<file path="src/rtl/timer_pkg.sv">
// Shared constants for the timer compare/interrupt slice: register map,
// CTRL/STATUS bit positions and the compare FSM encoding.
package timer_pkg;

  localparam int unsigned TW_DEF = 8;

  localparam logic [1:0] TMR_CTRL   = 2'd0;
  localparam logic [1:0] TMR_CMP    = 2'd1;
  localparam logic [1:0] TMR_PERIOD = 2'd2;
  localparam logic [1:0] TMR_STATUS = 2'd3;

  localparam int unsigned CTRL_EN       = 0;
  localparam int unsigned CTRL_PERIODIC = 1;
  localparam int unsigned CTRL_IRQ_EN   = 2;

  localparam int unsigned ST_PENDING = 0;
  localparam int unsigned ST_OVERRUN = 1;

  typedef enum logic [1:0] {
    IDLE  = 2'd0,
    ARMED = 2'd1,
    DONE  = 2'd2
  } tmr_state_e;

endpackage

</file>
<file path="src/rtl/timer_cmp_regs.sv">
// Register file for the compare stage: CTRL/CMP/PERIOD/STATUS, W1C status,
// periodic compare reload and the combinational read mux.
module timer_cmp_regs
  import timer_pkg::*;
#(
  parameter int unsigned TW = TW_DEF,
  parameter int unsigned AW = 2
) (
  input  logic          clk,
  input  logic          resetn,
  input  logic          cfg_we,
  input  logic [AW-1:0] cfg_addr,
  input  logic [TW-1:0] cfg_wdata,
  input  logic          match,
  input  logic          irq_ack,
  output logic [TW-1:0] cfg_rdata,
  output logic [TW-1:0] cmp,
  output logic          periodic,
  output logic          pending_d,
  output logic          irq_en_d
);

  logic [2:0]    ctrl_q, ctrl_d;
  logic [TW-1:0] cmp_q, cmp_d;
  logic [TW-1:0] period_q, period_d;
  logic          pending_q;
  logic          overrun_q, overrun_d;
  logic          wr_ctrl, wr_cmp, wr_period, wr_status;

  assign wr_ctrl   = cfg_we && (cfg_addr == AW'(TMR_CTRL));
  assign wr_cmp    = cfg_we && (cfg_addr == AW'(TMR_CMP));
  assign wr_period = cfg_we && (cfg_addr == AW'(TMR_PERIOD));
  assign wr_status = cfg_we && (cfg_addr == AW'(TMR_STATUS));

  assign cmp      = cmp_q;
  assign periodic = ctrl_q[CTRL_PERIODIC];
  assign irq_en_d = ctrl_d[CTRL_IRQ_EN];

  // Software writes beat hardware updates; status sets beat clears.
  always_comb begin
    ctrl_d    = ctrl_q;
    cmp_d     = cmp_q;
    period_d  = period_q;
    pending_d = pending_q;
    overrun_d = overrun_q;
    if (wr_ctrl) begin
      ctrl_d = cfg_wdata[2:0];
    end else if (match && !ctrl_q[CTRL_PERIODIC]) begin
      ctrl_d[CTRL_EN] = 1'b0;
    end
    if (wr_cmp) begin
      cmp_d = cfg_wdata;
    end else if (match && ctrl_q[CTRL_PERIODIC]) begin
      cmp_d = cmp_q + period_q;
    end
    if (wr_period) begin
      period_d = cfg_wdata;
    end
    if (irq_ack || (wr_status && cfg_wdata[ST_PENDING])) begin
      pending_d = 1'b0;
    end
    if (match) begin
      pending_d = 1'b1;
    end
    if (wr_status && cfg_wdata[ST_OVERRUN]) begin
      overrun_d = 1'b0;
    end
    if (match && pending_q && !irq_ack) begin
      overrun_d = 1'b1;
    end
  end

  always_ff @(posedge clk or negedge resetn) begin
    if (!resetn) begin
      ctrl_q    <= '0;
      cmp_q     <= '0;
      period_q  <= '0;
      pending_q <= 1'b0;
      overrun_q <= 1'b0;
    end else begin
      ctrl_q    <= ctrl_d;
      cmp_q     <= cmp_d;
      period_q  <= period_d;
      pending_q <= pending_d;
      overrun_q <= overrun_d;
    end
  end

  always_comb begin
    cfg_rdata = '0;
    case (cfg_addr)
      AW'(TMR_CTRL):   cfg_rdata[2:0] = ctrl_q;
      AW'(TMR_CMP):    cfg_rdata = cmp_q;
      AW'(TMR_PERIOD): cfg_rdata = period_q;
      default: begin
        cfg_rdata[ST_PENDING] = pending_q;
        cfg_rdata[ST_OVERRUN] = overrun_q;
      end
    endcase
  end

endmodule

</file>
<file path="src/rtl/timer_cmp_irq.sv">
// Compare/interrupt stage behind the free-running timer: edge-qualified match
// detect, IDLE/ARMED/DONE control FSM and registered irq/fire outputs.
module timer_cmp_irq
  import timer_pkg::*;
#(
  parameter int unsigned TW = TW_DEF,
  parameter int unsigned AW = 2
) (
  input  logic          clk,
  input  logic          resetn,
  input  logic [TW-1:0] timer_val,
  input  logic          cfg_we,
  input  logic [AW-1:0] cfg_addr,
  input  logic [TW-1:0] cfg_wdata,
  output logic [TW-1:0] cfg_rdata,
  input  logic          irq_ack,
  output logic          irq,
  output logic          fire
);

  tmr_state_e    state_q, state_d;
  logic [TW-1:0] tv_q;
  logic [TW-1:0] cmp;
  logic          periodic;
  logic          pending_d;
  logic          irq_en_d;
  logic          match;
  logic          wr_ctrl;

  timer_cmp_regs #(
    .TW(TW),
    .AW(AW)
  ) u_regs (
    .clk       (clk),
    .resetn    (resetn),
    .cfg_we    (cfg_we),
    .cfg_addr  (cfg_addr),
    .cfg_wdata (cfg_wdata),
    .match     (match),
    .irq_ack   (irq_ack),
    .cfg_rdata (cfg_rdata),
    .cmp       (cmp),
    .periodic  (periodic),
    .pending_d (pending_d),
    .irq_en_d  (irq_en_d)
  );

  // Requiring a change from last cycle makes a stalled counter fire only once.
  assign match   = (state_q == ARMED) && (timer_val == cmp) && (timer_val != tv_q);
  assign wr_ctrl = cfg_we && (cfg_addr == AW'(TMR_CTRL));

  always_comb begin
    state_d = state_q;
    if (wr_ctrl) begin
      state_d = cfg_wdata[CTRL_EN] ? ARMED : IDLE;
    end else if (match && !periodic) begin
      state_d = DONE;
    end
  end

  always_ff @(posedge clk or negedge resetn) begin
    if (!resetn) begin
      state_q <= IDLE;
      tv_q    <= '0;
      fire    <= 1'b0;
      irq     <= 1'b0;
    end else begin
      state_q <= state_d;
      tv_q    <= timer_val;
      fire    <= match;
      irq     <= pending_d & irq_en_d;
    end
  end

endmodule

</file>
<file path="config.mk">
export PLATFORM = sky130hd
export DESIGN_NAME = timer_cmp_irq
export DESIGN_NICKNAME = d
export VERILOG_FILES = /design/src/rtl/timer_pkg.sv /design/src/rtl/timer_cmp_regs.sv /design/src/rtl/timer_cmp_irq.sv
export SDC_FILE = /design/constraint.sdc
export NUM_CORES = 1
export LEC_CHECK = 0
export BUFFER_PORTS_ARGS = -buffer_cell sky130_fd_sc_hd__buf_2
export CAP_MARGIN = 20
export CORE_MARGIN = 5
export CORE_UTILIZATION = 30
export CTS_CLUSTER_DIAMETER = 40
export CTS_CLUSTER_SIZE = 16
export DETAILED_ROUTE_END_ITERATION = 12
export PLACE_DENSITY = 0.56
export SETUP_SLACK_MARGIN = 0.5
export SYNTH_ARGS = -nofsm -noshare
export SYNTH_HDL_FRONTEND = slang
export SYNTH_HIERARCHICAL = 1
export SYNTH_SLANG_ARGS = --single-unit
export TNS_END_PERCENT = 50
</file>
<file path="constraint.sdc">
create_clock -name clk -period 5.54 [get_ports clk]
set_clock_uncertainty 0.15 [all_clocks]
set_input_delay 1.108 -clock clk [delete_from_list [all_inputs] [get_ports clk]]
set_output_delay 1.108 -clock clk [all_outputs]
set_load 0.05 [all_outputs]
</file>
==> results of run 1 <==
==> cell usage after synthesis <==
library cell   n
a21oi_1       10
o21ai_1        1
dfrtp_1       33
buf_4          2
nor3b_1        1
o31ai_1        1
nand2_1       12
mux2_2        10
a222oi_1       3
xnor2_1        8
o31a_2         1
nor4_2         1
a21o_1         2
nor3_1         4
o21a_1         4
nor2b_1        7
clkbuf_1       2
nor3_2         1
ha_1          11
a31oi_1        1
a211oi_1       1
xor2_1         9
a22o_1         1
nand4bb_1      1
nand2b_1       1
o21ai_0        8
and2_1         3
nand3_1        7
and3_1         1
o21bai_1       1
o211ai_1       1
inv_1          7
a22oi_1        7
nand4_1        2
fa_1           1
a211oi_2       1
mux2i_1        4
nor2_1        12
or4_1          1
==> sequential cells by signal, indices dropped and copies added, names as in the netlist <==
name and flops:
u_regs/ctrl_q 3, u_regs/period_q 8, state_q 2, u_regs/cmp 8, fire 1, u_regs/pending_q 1
irq 1, u_regs/overrun_q 1, tv_q 8
==> metrics by stage <==
stage | hold slack [ps] | cell area, um^2 | setup slack [ps]
after global placement | 328 | 2130 | 1920
after global routing | 370 | 2220 | 1800
after CTS | 352 | 2220 | 1890
final | 344 | 2220 | 1890
after detailed placement | 337 | 2130 | 1900
after floorplan | 315 | 1910 | 1810
==> worst paths after layout <==
check / from / end / slack, ps / cells past startpoint
setup / recovery: cfg_addr[0] / cfg_rdata[0] / 1890 / 6
hold / removal: state_q[1]$_DFFE_PN0P_ / state_q[1]$_DFFE_PN0P_ / 340 / 1
setup reg to reg: u_regs/cmp[5]$_DFFE_PN0P_ / u_regs/cmp[7]$_DFFE_PN0P_ / 2750 / 7
hold reg to reg: state_q[1]$_DFFE_PN0P_ / state_q[1]$_DFFE_PN0P_ / 340 / 1
max in group asynchronous: resetn / u_regs/cmp[3]$_DFFE_PN0P_ / 4010 / 1
min in group asynchronous: resetn / u_regs/cmp[6]$_DFFE_PN0P_ / 740 / 1
==> worst register-to-register path, delay by kind of cell (launching register included) <==
kind | cells | cell delay [ps]
AND/OR/NAND/NOR | 5 | 1750
flip-flops | 1 | 450
XOR/XNOR | 1 | 200
AO/OA/AOI/OAI | 1 | 160
==> layout make-up <==
type                            count  area [um^2]
Fill cell                         665         4060
Inverter                            7         26.3
Clock buffer                        7         86.3
Timing Repair Buffer               31          155
Tap cell                           77         96.3
Sequential cell                    33          826
Multi-Input combinational cell    140         1030
==> power groups by stage <==
| stage | clock [mW] | combinational [mW] | sequential, mW |
|---|---|---|---|
| global placement | 0 | 0.200 | 0.306 |
| floorplan | 0 | 0.155 | 0.296 |
| global route | 0.197 | 0.229 | 0.307 |
| detailed placement | 0 | 0.204 | 0.307 |
| CTS | 0.187 | 0.204 | 0.302 |
| finish | 0.183 | 0.203 | 0.302 |
==> per-layer routing <==
layer	vias to the layer above	routed length, um
met1	712	2040
met5	-	0
met3	7	240
li1	728	-
met2	27	2130
met4	0	66
==> cells by family after synthesis <==
| family | count (synthesis) | synth area share |
|---|---|---|
| xor+xnor | 17 | 0.0781 |
| buf+inv | 11 | 0.0256 |
| mux | 14 | 0.0801 |
| compound gates | 43 | 0.152 |
| simple gates | 54 | 0.148 |
| fa+ha+maj | 12 | 0.0827 |
| flops | 33 | 0.433 |
==> cells in the final DEF, fill, tap and decap left out, types with 6 or more instances in the layout <==
cell type	synthesis	routed
a21oi_1	10	10
a22oi_1	7	7
buf_2	0	31
clkbuf_8	0	6
dfrtp_1	33	33
ha_1	11	11
inv_1	7	7
mux2_2	10	10
nand2_1	12	12
nand3_1	7	7
nor2_1	12	12
nor2b_1	7	7
o21ai_0	8	8
xnor2_1	8	8
xor2_1	9	9
==> run_results.csv, run 1 <==
group,metric,value,unit
outcome,run_status,"complete, no violations",
power_and_ir_drop,finalPower,0.688,mW
power_and_ir_drop,clkPwrFrac,0.266,
power_and_ir_drop,p_seq_frac,0.439,
grt,grt_max_degree,34,
clocking,cts_buffers,5,
logic_synthesis,syn-cell-area,1910,um^2
power_and_ir_drop,power.internal,0.458,mW
logic_synthesis,synthTopCellsByArea,"dfrtp_1 43%, ha_1 7.2%, mux2_2 5.9%",
clocking,cts_tree,"built",
floorplanning,rows,29,
logic_synthesis,syn_nets,218,
finish,stdcell_count,295,
floorplanning,fp.dieW,89.7,um
setup_path,worst_path_max_delay_cell,"a222oi_1",
logic_synthesis,avgSynthCellArea,10.4,um^2
logic_synthesis,synth-seq-area-share,0.433,
logic_synthesis,netlist.area_leader.share,0.433,
floorplanning,die_area,8050,um^2
place,dpl.hpwl,3460,um
sta,setup_viol,0,
clocking,clock_sinks,33,
setup_path,path_common_cell,"buf_2",
sta,hold_viol_final,0,
routing,wirelength,4480,um
place,gp_congestion,0.831,
setup_path,cp_top_family,"compound AO/OA/AOI/OAI gates",
sta,rsz0062_at_grt,"no",
sta,relSlewSlack,0.493,
routing,route.vias.total,1474,
logic_synthesis,ys.warnings.count,6,
sta,worst_pin_slew,760,ps
routing,first_pass_iters,4,
finish,area_delta_synth_final,16.5,%
setup_path,worstPathCellList,"buf_2 > inv_1 > ha_1 > a222oi_1 > mux2i_1 > buf_2",
floorplanning,initial_utilization,0.304,
clocking,clock_latency,280,ps
clocking,cts_setup_buffers,0,
setup_path,cp_slowest_stage_delay,430,ps
grt,grt_use_met3,0.0409,
worst_hold_path,hold_class,"flip-flop to flip-flop",
floorplanning,coreArea,6280,um^2
grt,grt_pass1_vias,1592,
floorplanning,io_pins,32,
power_and_ir_drop,powerDensity,310,nW/um^2
routing,wl_per_cell,15.2,um
setup_path,cp_max_fo,9,
grt,grt_overflow,0,
power_and_ir_drop,peakVddDrop,0.109,mV
power_and_ir_drop,combPwrFrac,0.295,
sta,setup_tns,0,ps
finish,nets,252,
power_and_ir_drop,p_switching,0.230,mW
grt,grt_pass1_wl,7690,um
finish,layout-drive-gt1-share,0.234,
logic_synthesis,syn_inst,184,
sta,finalMaxSlewViolations,0,
grt,grt_busiest_layer,"met2",
place,io_buffers,31,
power_and_ir_drop,swShare,0.334,
grt,grt_use_met1,0.143,
setup_path,critPathRequiredTime,4280,ps
setup_path,crit_path_end_kind,"primary output",
clocking,clkTransAtPathRegs,60,ps
sta,max_freq,0.274,GHz
clocking,hold_buffers,0,
routing,drtIter0Drc,75,
clocking,cts-root-buf,"clkbuf_8",
grt,antenna_found_initial,0,
setup_path,crit_type,"primary input to primary output",
sta,period_minus_slack,3650,ps
grt,track_usage,0.116,
sta,timing.final.crit_share,0.659,
setup_path,cp-start-kind,"primary input",
logic_synthesis,synth_area_leader_cell,"dfrtp_1",
logic_synthesis,synth_cell_types,39,
routing,viasPerCell,5.00,
clocking,clockBufferDepth,2,
finish,postLayoutCoreUtil,0.354,
power_and_ir_drop,p_leak,1.01,nW
clocking,htreeDepth,2,
finish,num_antenna_cells,0,
setup_path,worstPathArrival,2390,ps
setup_path,worst-path-buf-inv,3,
routing,drc,0,
place,dp.cells,288,
logic_synthesis,synth_seq_cells,33,
job,maxCapViolCount,0,
routing,ant_nets,0,
floorplanning,die_h,89.7,um
grt,grt_use_met2,0.191,
clocking,ctsResizeCount,0,
No activity file was read; power rests on OpenSTA's default activity.
==> run 2, diff against run 1 <==
==> constraint.sdc (replaced) <==
create_clock -name clk -period 3.42 [get_ports clk]
set_clock_uncertainty 0.15 [all_clocks]
set_input_delay 0.684 -clock clk [delete_from_list [all_inputs] [get_ports clk]]
set_output_delay 0.684 -clock clk [all_outputs]
set_load 0.05 [all_outputs]
==> run_results.csv, run 2 (synthesis gave the netlist of run 1 again) <==
group,metric,value,unit
routing,wl_per_cell,14.7,um
setup_path,ff2ff_setup_slack,1120,ps
finish,layout_commonest_cell,"dfrtp_1",
setup_path,cp-start-kind,"primary input",
power_and_ir_drop,powerDensity,491,nW/um^2
place,place_area,2150,um^2
routing,wirelength,4390,um
power_and_ir_drop,peakVddDrop,0.159,mV
place,dp.cells,290,
routing,drc,0,
finish,final_area,2230,um^2
finish,num_antenna_cells,0,
grt,antenna_found_initial,0,
sta,worst_pin_slew,718,ps
routing,route.vias.total,1493,
sta,setup_tns,0,ps
outcome,run_status,"complete, no violations",
clocking,cts_setup_buffers,0,
place,dpl.hpwl,3370,um
finish,layout-drive-gt1-share,0.244,
routing,first_pass_iters,4,
floorplanning,io_pins,32,
sta,setup_viol,0,
routing,viasPerCell,5.01,
floorplanning,die_area,8050,um^2
setup_path,path_common_cell,"buf_2",
setup_path,crit_type,"primary input to primary output",
setup_path,crit_path_end_kind,"primary output",
finish,nets,254,
clocking,clock_latency,280,ps
setup_path,cp_slowest_stage_delay,380,ps
sta,hold_viol_final,0,
floorplanning,rows,29,
sta,max_freq,0.366,GHz
place,gp_congestion,0.802,
finish,area_delta_synth_final,17.1,%
place,io_buffers,31,
grt,grt_overflow,0,
sta,holdWs,306,ps
clocking,htreeDepth,2,
clocking,hold_buffers,0,
sta,period_minus_slack,2730,ps
finish,stdcell_count,298,
sta,rsz0062_at_grt,"no",
grt,grt_pass1_wl,7560,um
setup_path,worstPathArrival,1900,ps
sta,finalMaxSlewViolations,0,
worst_hold_path,hold_class,"primary input to asynchronous set/reset pin",
routing,ant_nets,0,
floorplanning,fp.dieW,89.7,um
routing,drtIter0Drc,99,
setup_path,critPathRequiredTime,2590,ps
job,maxCapViolCount,0,
setup_path,worst_path_max_delay_cell,"a222oi_1",
setup_path,cp_max_fo,10,
clocking,ctsResizeCount,0,
power_and_ir_drop,p_leak,1.02,nW
clocking,cts-root-buf,"clkbuf_8",
floorplanning,die_h,89.7,um
floorplanning,initial_utilization,0.304,
clocking,cts_buffers,5,
finish,final_cell_mix,"33 x dfrtp_1, 31 x buf_2, 12 x nor2_1, 12 x nand2_1, 11 x ha_1",
clocking,clockBufferDepth,2,
sta,relSlewSlack,0.522,
setup_path,worstPathCellList,"buf_2 > inv_1 > ha_1 > a222oi_1 > mux2i_1 > buf_2",
grt,track_usage,0.114,
clocking,clock_sinks,33,
clocking,clkTransAtPathRegs,70,ps
grt,grt_max_degree,34,
grt,grt_pass1_vias,1512,
sta,timing.final.crit_share,0.799,
clocking,cts_tree,"built",
floorplanning,coreArea,6280,um^2
[run 2: routing by layer]
metal / part of all wire / vias to the layer above / track usage
li1: - / 737 / -
met5: 0 / - / 0
met4: 0.0062 / 0 / 0.0227
met1: 0.46 / 724 / 0.142
met2: 0.50 / 28 / 0.193
met3: 0.043 / 4 / 0.0376
[run 2: worst paths after layout]
kind                                           start                              to  cells past startpoint
min in group clk              state_q[1]$_DFFE_PN0P_          state_q[1]$_DFFE_PN0P_                      1
min reg2reg                   state_q[1]$_DFFE_PN0P_          state_q[1]$_DFFE_PN0P_                      1
max in group asynchronous                     resetn    u_regs/ctrl_q[0]$_DFFE_PN0P_                      1
max                                      cfg_addr[1]                    cfg_rdata[1]                      6
min                                           resetn  u_regs/period_q[7]$_DFFE_PN0P_                      1
max reg2reg                u_regs/cmp[5]$_DFFE_PN0P_       u_regs/cmp[7]$_DFFE_PN0P_                      8
[run 2: power breakdown]
group,internal (mW),switching [mW]
Sequential,0.438,0.0520
Combinational,0.144,0.182
Clock,0.141,0.140
[run 2: cell type report]
class / instances / area [um^2]
Timing Repair Buffer: 33 / 170
Multi-Input combinational cell: 140 / 1030
Fill cell: 649 / 4050
Tap cell: 77 / 96.3
Clock buffer: 6 / 72.6
Clock inverter: 2 / 10.0
Sequential cell: 33 / 826
Inverter: 7 / 26.3
[run 2: stage by stage]
stage          total power, mW   util  setup WS (ps)
2_1_floorplan            0.730      -            542
3_3_place_gp             0.821  0.342            733
3_5_place_dp             0.824  0.342            699
4_1_cts                   1.11  0.356            698
5_1_grt                   1.17  0.356            611
6_report                  1.10  0.356            688
[run 2: worst max-delay path, delay by kind of cell]
family                   cells  cell delay (ps)
buffers and inverters        3              390
AO/OA/AOI/OAI                1              380
adder cells (fa/ha/maj)      1              320
multiplexers                 1              110
